--- src/rtl/mc_pkg.sv ---
// Shared encodings for the multicycle controller, ALU and datapath.
// States, instruction fields, ALU op codes and mux select values.
package mc_pkg;

  localparam int OPW  = 6;
  localparam int ALUW = 3;

  typedef enum logic [3:0] {
    S_FETCH  = 4'd0,
    S_DECODE = 4'd1,
    S_MEMADR = 4'd2,
    S_MEMRD  = 4'd3,
    S_MEMWB  = 4'd4,
    S_MEMWR  = 4'd5,
    S_EXEC   = 4'd6,
    S_RWB    = 4'd7,
    S_IEXEC  = 4'd8,
    S_IWB    = 4'd9,
    S_BRANCH = 4'd10,
    S_JUMP   = 4'd11
  } state_t;

  localparam logic [OPW-1:0] OP_RTYPE = 6'b000000;
  localparam logic [OPW-1:0] OP_LW    = 6'b100011;
  localparam logic [OPW-1:0] OP_SW    = 6'b101011;
  localparam logic [OPW-1:0] OP_ADDI  = 6'b001000;
  localparam logic [OPW-1:0] OP_SLTI  = 6'b001010;
  localparam logic [OPW-1:0] OP_BEQ   = 6'b000100;
  localparam logic [OPW-1:0] OP_J     = 6'b000010;

  localparam logic [OPW-1:0] FN_ADD = 6'b100000;
  localparam logic [OPW-1:0] FN_SUB = 6'b100010;
  localparam logic [OPW-1:0] FN_AND = 6'b100100;
  localparam logic [OPW-1:0] FN_OR  = 6'b100101;
  localparam logic [OPW-1:0] FN_SLT = 6'b101010;
  localparam logic [OPW-1:0] FN_SLL = 6'b000000;

  localparam logic [ALUW-1:0] ALU_ADD = 3'b000;
  localparam logic [ALUW-1:0] ALU_SUB = 3'b001;
  localparam logic [ALUW-1:0] ALU_AND = 3'b010;
  localparam logic [ALUW-1:0] ALU_OR  = 3'b011;
  localparam logic [ALUW-1:0] ALU_SLT = 3'b101;
  localparam logic [ALUW-1:0] ALU_SLL = 3'b110;

  localparam logic [1:0] SRCA_PC    = 2'b00;
  localparam logic [1:0] SRCA_REG   = 2'b01;
  localparam logic [1:0] SRCA_SHAMT = 2'b10;

  localparam logic [1:0] SRCB_REG    = 2'b00;
  localparam logic [1:0] SRCB_FOUR   = 2'b01;
  localparam logic [1:0] SRCB_IMM    = 2'b10;
  localparam logic [1:0] SRCB_BRANCH = 2'b11;

  localparam logic [1:0] PC_ALU    = 2'b00;
  localparam logic [1:0] PC_ALUOUT = 2'b01;
  localparam logic [1:0] PC_JUMP   = 2'b10;

endpackage

--- src/rtl/multicycle_controller_alu_decoder.sv ---
// R-type funct decode: ALU op, operand-A select and a supported flag.
module alu_decoder
  import mc_pkg::*;
(
  input  logic [OPW-1:0]  funct,
  output logic [ALUW-1:0] alu_op,
  output logic [1:0]      src_a,
  output logic            valid
);

  always_comb begin
    alu_op = ALU_ADD;
    src_a  = SRCA_REG;
    valid  = 1'b1;
    case (funct)
      FN_ADD: alu_op = ALU_ADD;
      FN_SUB: alu_op = ALU_SUB;
      FN_AND: alu_op = ALU_AND;
      FN_OR:  alu_op = ALU_OR;
      FN_SLT: alu_op = ALU_SLT;
      FN_SLL: begin
        alu_op = ALU_SLL;
        src_a  = SRCA_SHAMT;
      end
      default: valid = 1'b0;
    endcase
  end

endmodule

--- src/rtl/multicycle_controller.sv ---
// Multicycle datapath control FSM: state register, next state, output decode.
// Outputs are decoded from the state register and forced low while rst is high.
module multicycle_controller
  import mc_pkg::*;
(
  input  logic            clk,
  input  logic            rst,
  input  logic [OPW-1:0]  opcode,
  input  logic [OPW-1:0]  funct,
  input  logic            zero,
  output logic            iord,
  output logic            mem_read,
  output logic            mem_write,
  output logic            ir_write,
  output logic            reg_dst,
  output logic            mem_to_reg,
  output logic            reg_write,
  output logic [1:0]      alu_src_a,
  output logic [1:0]      alu_src_b,
  output logic [ALUW-1:0] alu_op,
  output logic [1:0]      pc_src,
  output logic            pc_en
);

  state_t          state;
  logic            is_store;
  logic            is_slti;
  logic [ALUW-1:0] dec_alu_op;
  logic [1:0]      dec_src_a;
  logic            fn_valid;
  logic            pcwrite;
  logic            pcwritecond;

  alu_decoder u_alu_decoder (
    .funct  (funct),
    .alu_op (dec_alu_op),
    .src_a  (dec_src_a),
    .valid  (fn_valid)
  );

  // lw/sw and addi/slti are remembered at DECODE so opcode is not needed later.
  always_ff @(posedge clk) begin
    if (rst) begin
      state    <= S_FETCH;
      is_store <= 1'b0;
      is_slti  <= 1'b0;
    end else begin
      case (state)
        S_FETCH: state <= S_DECODE;
        S_DECODE: begin
          is_store <= (opcode == OP_SW);
          is_slti  <= (opcode == OP_SLTI);
          case (opcode)
            OP_RTYPE:        state <= S_EXEC;
            OP_LW, OP_SW:    state <= S_MEMADR;
            OP_ADDI, OP_SLTI: state <= S_IEXEC;
            OP_BEQ:          state <= S_BRANCH;
            OP_J:            state <= S_JUMP;
            default:         state <= S_FETCH;
          endcase
        end
        S_MEMADR: state <= is_store ? S_MEMWR : S_MEMRD;
        S_MEMRD:  state <= S_MEMWB;
        S_EXEC:   state <= fn_valid ? S_RWB : S_FETCH;
        S_IEXEC:  state <= S_IWB;
        default:  state <= S_FETCH;
      endcase
    end
  end

  always_comb begin
    iord        = 1'b0;
    mem_read    = 1'b0;
    mem_write   = 1'b0;
    ir_write    = 1'b0;
    reg_dst     = 1'b0;
    mem_to_reg  = 1'b0;
    reg_write   = 1'b0;
    alu_src_a   = SRCA_PC;
    alu_src_b   = SRCB_REG;
    alu_op      = ALU_ADD;
    pc_src      = PC_ALU;
    pcwrite     = 1'b0;
    pcwritecond = 1'b0;
    if (!rst) begin
      case (state)
        S_FETCH: begin
          mem_read  = 1'b1;
          ir_write  = 1'b1;
          alu_src_b = SRCB_FOUR;
          pcwrite   = 1'b1;
        end
        S_DECODE: alu_src_b = SRCB_BRANCH;
        S_MEMADR: begin
          alu_src_a = SRCA_REG;
          alu_src_b = SRCB_IMM;
        end
        S_MEMRD: begin
          iord     = 1'b1;
          mem_read = 1'b1;
        end
        S_MEMWB: begin
          mem_to_reg = 1'b1;
          reg_write  = 1'b1;
        end
        S_MEMWR: begin
          iord      = 1'b1;
          mem_write = 1'b1;
        end
        S_EXEC: begin
          alu_src_a = dec_src_a;
          alu_op    = dec_alu_op;
        end
        S_RWB: begin
          reg_dst   = 1'b1;
          reg_write = 1'b1;
        end
        S_IEXEC: begin
          alu_src_a = SRCA_REG;
          alu_src_b = SRCB_IMM;
          alu_op    = is_slti ? ALU_SLT : ALU_ADD;
        end
        S_IWB: reg_write = 1'b1;
        S_BRANCH: begin
          alu_src_a   = SRCA_REG;
          alu_op      = ALU_SUB;
          pc_src      = PC_ALUOUT;
          pcwritecond = 1'b1;
        end
        S_JUMP: begin
          pc_src  = PC_JUMP;
          pcwrite = 1'b1;
        end
        default: ;
      endcase
    end
    pc_en = pcwrite | (pcwritecond & zero);
  end

endmodule

--- config.mk ---
export PLATFORM = sky130hd
export DESIGN_NAME = multicycle_controller
export DESIGN_NICKNAME = d
export VERILOG_FILES = /design/src/rtl/mc_pkg.sv /design/src/rtl/multicycle_controller_alu_decoder.sv /design/src/rtl/multicycle_controller.sv
export SDC_FILE = /design/constraint.sdc
export NUM_CORES = 1
export LEC_CHECK = 0
export CAP_MARGIN = 20
export CORE_MARGIN = 2
export CORE_UTILIZATION = 41
export DETAILED_ROUTE_END_ITERATION = 7
export GPL_TIMING_DRIVEN = 0
export PLACE_DENSITY = 0.78
export SYNTH_ARGS = -nofsm -noshare
export SYNTH_HDL_FRONTEND = slang
export SYNTH_SLANG_ARGS = --single-unit
--- constraint.sdc ---
create_clock -name clk -period 1.85 [get_ports clk]
set_clock_uncertainty 0.2 [all_clocks]
set_input_delay 0.185 -clock clk [delete_from_list [all_inputs] [get_ports clk]]
set_output_delay 0.185 -clock clk [all_outputs]
set_load 0.03 [all_outputs]
# == Word-level counts from Yosys, hierarchy flattened ==
# Cells that the tools add are included.
# word_totals
register_bits,6
output_inout_bits,17
inputBits,15
# classes
n_mux,34
bitwise_logic,2
n_eq_ne,22
reduce_logical,12
# op_table
cell,count
"6-bit equality test, second input constant",7
4-bit case mux with 6 select lines,1
4-bit case mux with 5 select lines,1
1-bit 2-to-1 mux,19
"4-bit by 3-bit equality test with 1-bit output, second input constant",4
"4-bit equality test, second input constant",4
3-bit case mux with 5 select lines,1
"6-bit by 4-bit equality test with 1-bit output, second input constant",2
6-bit zero test,2
3-bit 2-to-1 mux,4
2-bit OR reduction,6
3-bit case mux with 3 select lines,1
"4-bit by 2-bit equality test with 1-bit output, second input constant",2
2-bit 2-to-1 mux,4
2-bit case mux with 2 select lines,2
"6-bit by 2-bit equality test with 1-bit output, second input constant",1
"6-bit by 3-bit equality test with 1-bit output, second input constant",1
2-bit case mux with 3 select lines,1
3-bit OR reduction,2
6-bit OR reduction,1
"4-bit by 1-bit equality test with 1-bit output, second input constant",1
4-bit zero test,1
1-bit bitwise AND,1
1-bit bitwise OR,1

# == Logic depth before layout (Yosys ltp) ==
# logic_depth
word_depth,5
mapped_depth,6

# == Modules after synthesis ==
# Synthesis repeated with hierarchy kept, for this count alone.
# hier_totals
cells_unflattened,108
hier_area_um2,783.3
# modules_own_cells
mod,seq_area_each_um2,area_per_inst_um2,cells_each,n_inst
multicycle_controller,120.1,680.7,92,1
alu_decoder,0.0,102.6,16,1

# == Worst setup path after synthesis ==
# Ideal clock, no wire load.
# synth_timing
kind,flip-flop to output port
from,reg state[3]
to,out alu_src_a[1]
t_arrival_ps,1886
slack_ps,-421
path_stages_with_launch,5
path_buffers,1
cell_sequence,dfxtp_1 > buf_2 > nand3b_1 > or3_1 > nor4_1
# synth_between
elab_chain_len,4
# synth_lines
element,line_no,source
"start, declared",multicycle_controller.sv:25,state_t state;
"start signal, assigned",multicycle_controller.sv:62,S_MEMADR: state <= is_store ? S_MEMWR : S_MEMRD;
"start signal, assigned",multicycle_controller.sv:64,S_EXEC: state <= fn_valid ? S_RWB : S_FETCH;
4-bit equality test / 4-bit by 2-bit equality test with 1-bit output (equally long branches),multicycle_controller.sv:86,case (state)
3-bit OR reduction (no line),n/a,
2-bit case mux with 2 select lines *,multicycle_controller.sv:86,
2-bit 2-to-1 mux *,multicycle_controller.sv:85,if (!rst) begin
"end, declared",multicycle_controller.sv:18,"output logic [1:0] alu_src_a,"
# Every way passes the cells marked *; elsewhere a longest branch is shown, timed or not.

# == Worst setup path in the final report ==
# layout_timing
from,reg state[3]
to,out alu_op[1]
# layout_between
elab_chain_len,3
# layout_lines
element,line_no,source
4-bit equality test / 4-bit by 3-bit equality test with 1-bit output (equally long branches),multicycle_controller.sv:86,
3-bit case mux with 3 select lines *,multicycle_controller.sv:86,
3-bit 2-to-1 mux *,multicycle_controller.sv:85,
"end, declared",multicycle_controller.sv:20,"output logic [ALUW-1:0] alu_op,"
# Marked as above.

==> metrics.yaml <==
status: "finished with violations"
violations: "negative setup slack"
synth-main-ff-cell: "dfxtp_1"
critPathMaxFanout: 6
synth_edf_count: 0
holdCritPathClass: "input pin to flop"
num_rows: 15
ys_seq_elements: 6
max_freq_mhz: 503.5
synth_cells: 107
drtAntennaViolNets: 0
crit_path_end_kind: "output port"
peakVddDrop_mv: 0.4867
crit_type: "flop to output port"
critPathBufInv: 1
first_pass_iters: 6
synth.yosys.seq_area_share: 0.1633
grt.met2_usage: 0.4250
swShare: 0.3325
drt_iter0_markers: 14
fillCellCount: 118
io_buffer_count: 30
path_clk_slew_ns: 0.04
arrival_ns: 1.60
leakagePower_nw: 0.5109
slew_violations: 0
htreeDepth: 1
synth_nets: 122
core_area_mm2: 0.001708
grt_pass1_wl_mm: 3.663
antenna_cells: 0
via_count: 990
critPathTopFamily: "simple AND/OR/NAND/NOR gates"
worst_pin_slew_ns: 0.3056
post-route-period-util: 1.074
hold_depth: 3
crit_start: "state[3]"
clk_path_buf_depth: 2
ys_warn_count: 0
grt_pass1_vias: 873
grt_use_met1: 0.2744
detail_route.wl_per_cell_um: 14.60
cellPowerDensity_mw_per_mm2: 319.6
die-area_mm2: 0.002149
initial_utilization: 0.4308
p_switching_w: 0.0001398
final_common_cell: "buf_4"
top_usage_layer: "met2"
grt_use_total: 0.2351
min_to: "state[0]"
grt-ovfl-total: 0
ios: 32
yosys.area.top_type: "dfxtp_1"
critPathRequiredTime_ns: 1.46
cts_made_buffers: 3
reg2reg_from: "state[1]"
intPower_w: 0.0002808
r2r-end: "state[1]"
maxCapViolations: 0
max_slew_margin: 0.7947
drc_errors: 0
path_cells: "nand3b_1, or3_4, a2111oi_4, buf_4"
synth_area_per_cell_um2: 6.876
r2r_cells: 4
finalHoldViolCount: 0
slowest_stage: "or3_4"
wirelength_mm: 2.541
ys_async_sr_fraction: 0
grt_setup_unrepaired: "true"
max_stage_delay_ns: 0.37
cts-root-buf: "clkbuf_4"
cp-start-kind: "flop"
syn_to_final_growth_pct: 78.91
clock-sinks: 6
antenna_found_initial: 0
cts_hold_buf: 0
drive_above_1_share: 0.5168
dpl.hpwl_mm: 1.666
met3_usage: 0.03529
worst_hold_startpoint: "rst"
fin_ws_ns: -0.1361
seq_area_um2: 132.6
synth_top_area_share: 0.1633
period_minus_slack_ns: 1.986
r2r_slack_ns: 0.16
vias_per_cell: 5.690
place_congestion: 0.8204
clk_latency_ns: 0.23
synth.area.top_cells: "dfxtp_1 16%, nor2_1 9.2%, nor3_1 6.8%, buf_2 4.8%, nor4_1 4.3%"
dieWidth_um: 46.36
fin_util: 0.7707
setup_violations: 7
die_y_um: 46.36
power_w: 0.0004206
cts_tree: "done"
pwr-share-clk: 0.260
syn_area_um2: 735.7
multi_input_area_um2: 718.2
p_seq_frac: 0.329
ys_types: 39
grt_max_degree: 12
nets: 166
pwr-share-comb: 0.410
layout_common_cells: "19 x buf_4, 16 x nor2_1, 8 x clkdlybuf4s50_1"
==> cell usage after synthesis, drive strengths merged, types with 2 or more instances <==
cell	n
dfxtp	6
nor4	5
or3	3
a21oi	4
nor4b	2
o21a	3
nand2	5
or2	2
nand2b	3
buf	9
a2111oi	2
a31oi	4
nor3	11
nor3b	3
nor2	19
nand3	2
o21ai	3
xnor2	2
xor2	2
clkbuf	2
==> state kept, by name (all words and copies together) (netlist names) <==
signal and cells:
state 4, is_store 1, is_slti 1
==> repair_timing <==
action	CTS	global route
pin swaps	9	9
setup buffers	9	3
resized for setup	111	32
endpoints found under the setup margin	17	14
==> through the flow <==
step | hold slack (ns) | setup WS (ns) | TNS (ns) | cells | area, um^2
after floorplan | 0.1513 | -0.1064 | -0.1874 | 107 | 815.8
after global placement | 0.3300 | -0.7063 | -7.842 | 162 | 1147
after detailed placement | 0.3386 | -0.7046 | -8.110 | 162 | 1147
after CTS | 0.3532 | -0.1511 | -0.3112 | 171 | 1251
after global routing | 0.3109 | -0.2137 | -0.8383 | 174 | 1316
final | 0.2798 | -0.1361 | -0.3931 | 174 | 1316
==> cells by family after synthesis <==
logic type,after synthesis,share of synthesized area
simple gates,60,0.4524
flops,6,0.1633
xor+xnor,4,0.04763
mux,1,0.01531
compound gates,25,0.2534
buf+inv,11,0.06803
==> routing by layer <==
| layer | vias to the layer above | routed length, um |
|---|---|---|
| met4 | 0 | 28 |
| met1 | 474 | 1068 |
| met5 | - | 0 |
| met2 | 26 | 1334 |
| li1 | 486 | - |
| met3 | 4 | 108 |
==> final cells by class <==
| class | instances | area share |
|---|---|---|
| clock buffers | 3 | 0.01711 |
| plain buffers | 8 | 0.05228 |
| repair buffers | 42 | 0.2605 |
| well taps | 25 | 0.02376 |
| flip-flops and latches | 6 | 0.1008 |
| multi-input cells | 90 | 0.5456 |
==> power groups by stage <==
stage          logic (W)  clock network, W  registers, W
2_1_floorplan   0.000100                 0      0.000136
3_3_place_gp    0.000166                 0      0.000136
3_5_place_dp    0.000168                 0      0.000137
4_1_cts         0.000164          0.000118      0.000137
5_1_grt         0.000186          0.000127      0.000139
6_report        0.000173          0.000110      0.000139
==> tightest hold or removal path: cells and delay by family <==
family	cells	cell delay, ns
buffers and inverters	1	0.26
AND/OR/NAND/NOR	1	0.13
AO/OA/AOI/OAI	1	0.10
==> how the worst max path moves through the flow <==
stage | endpoint | slack [ns] | depth (start not counted)
6_report | alu_op[1] | -0.14 | 4
5_1_grt | alu_op[1] | -0.21 | 5
4_1_cts | alu_op[1] | -0.15 | 5
3_5_place_dp | alu_src_a[0] | -0.70 | 6
3_3_place_gp | alu_src_a[0] | -0.71 | 6
2_1_floorplan | alu_src_a[1] | -0.11 | 4
No activity file was read; power rests on OpenSTA's default activity.
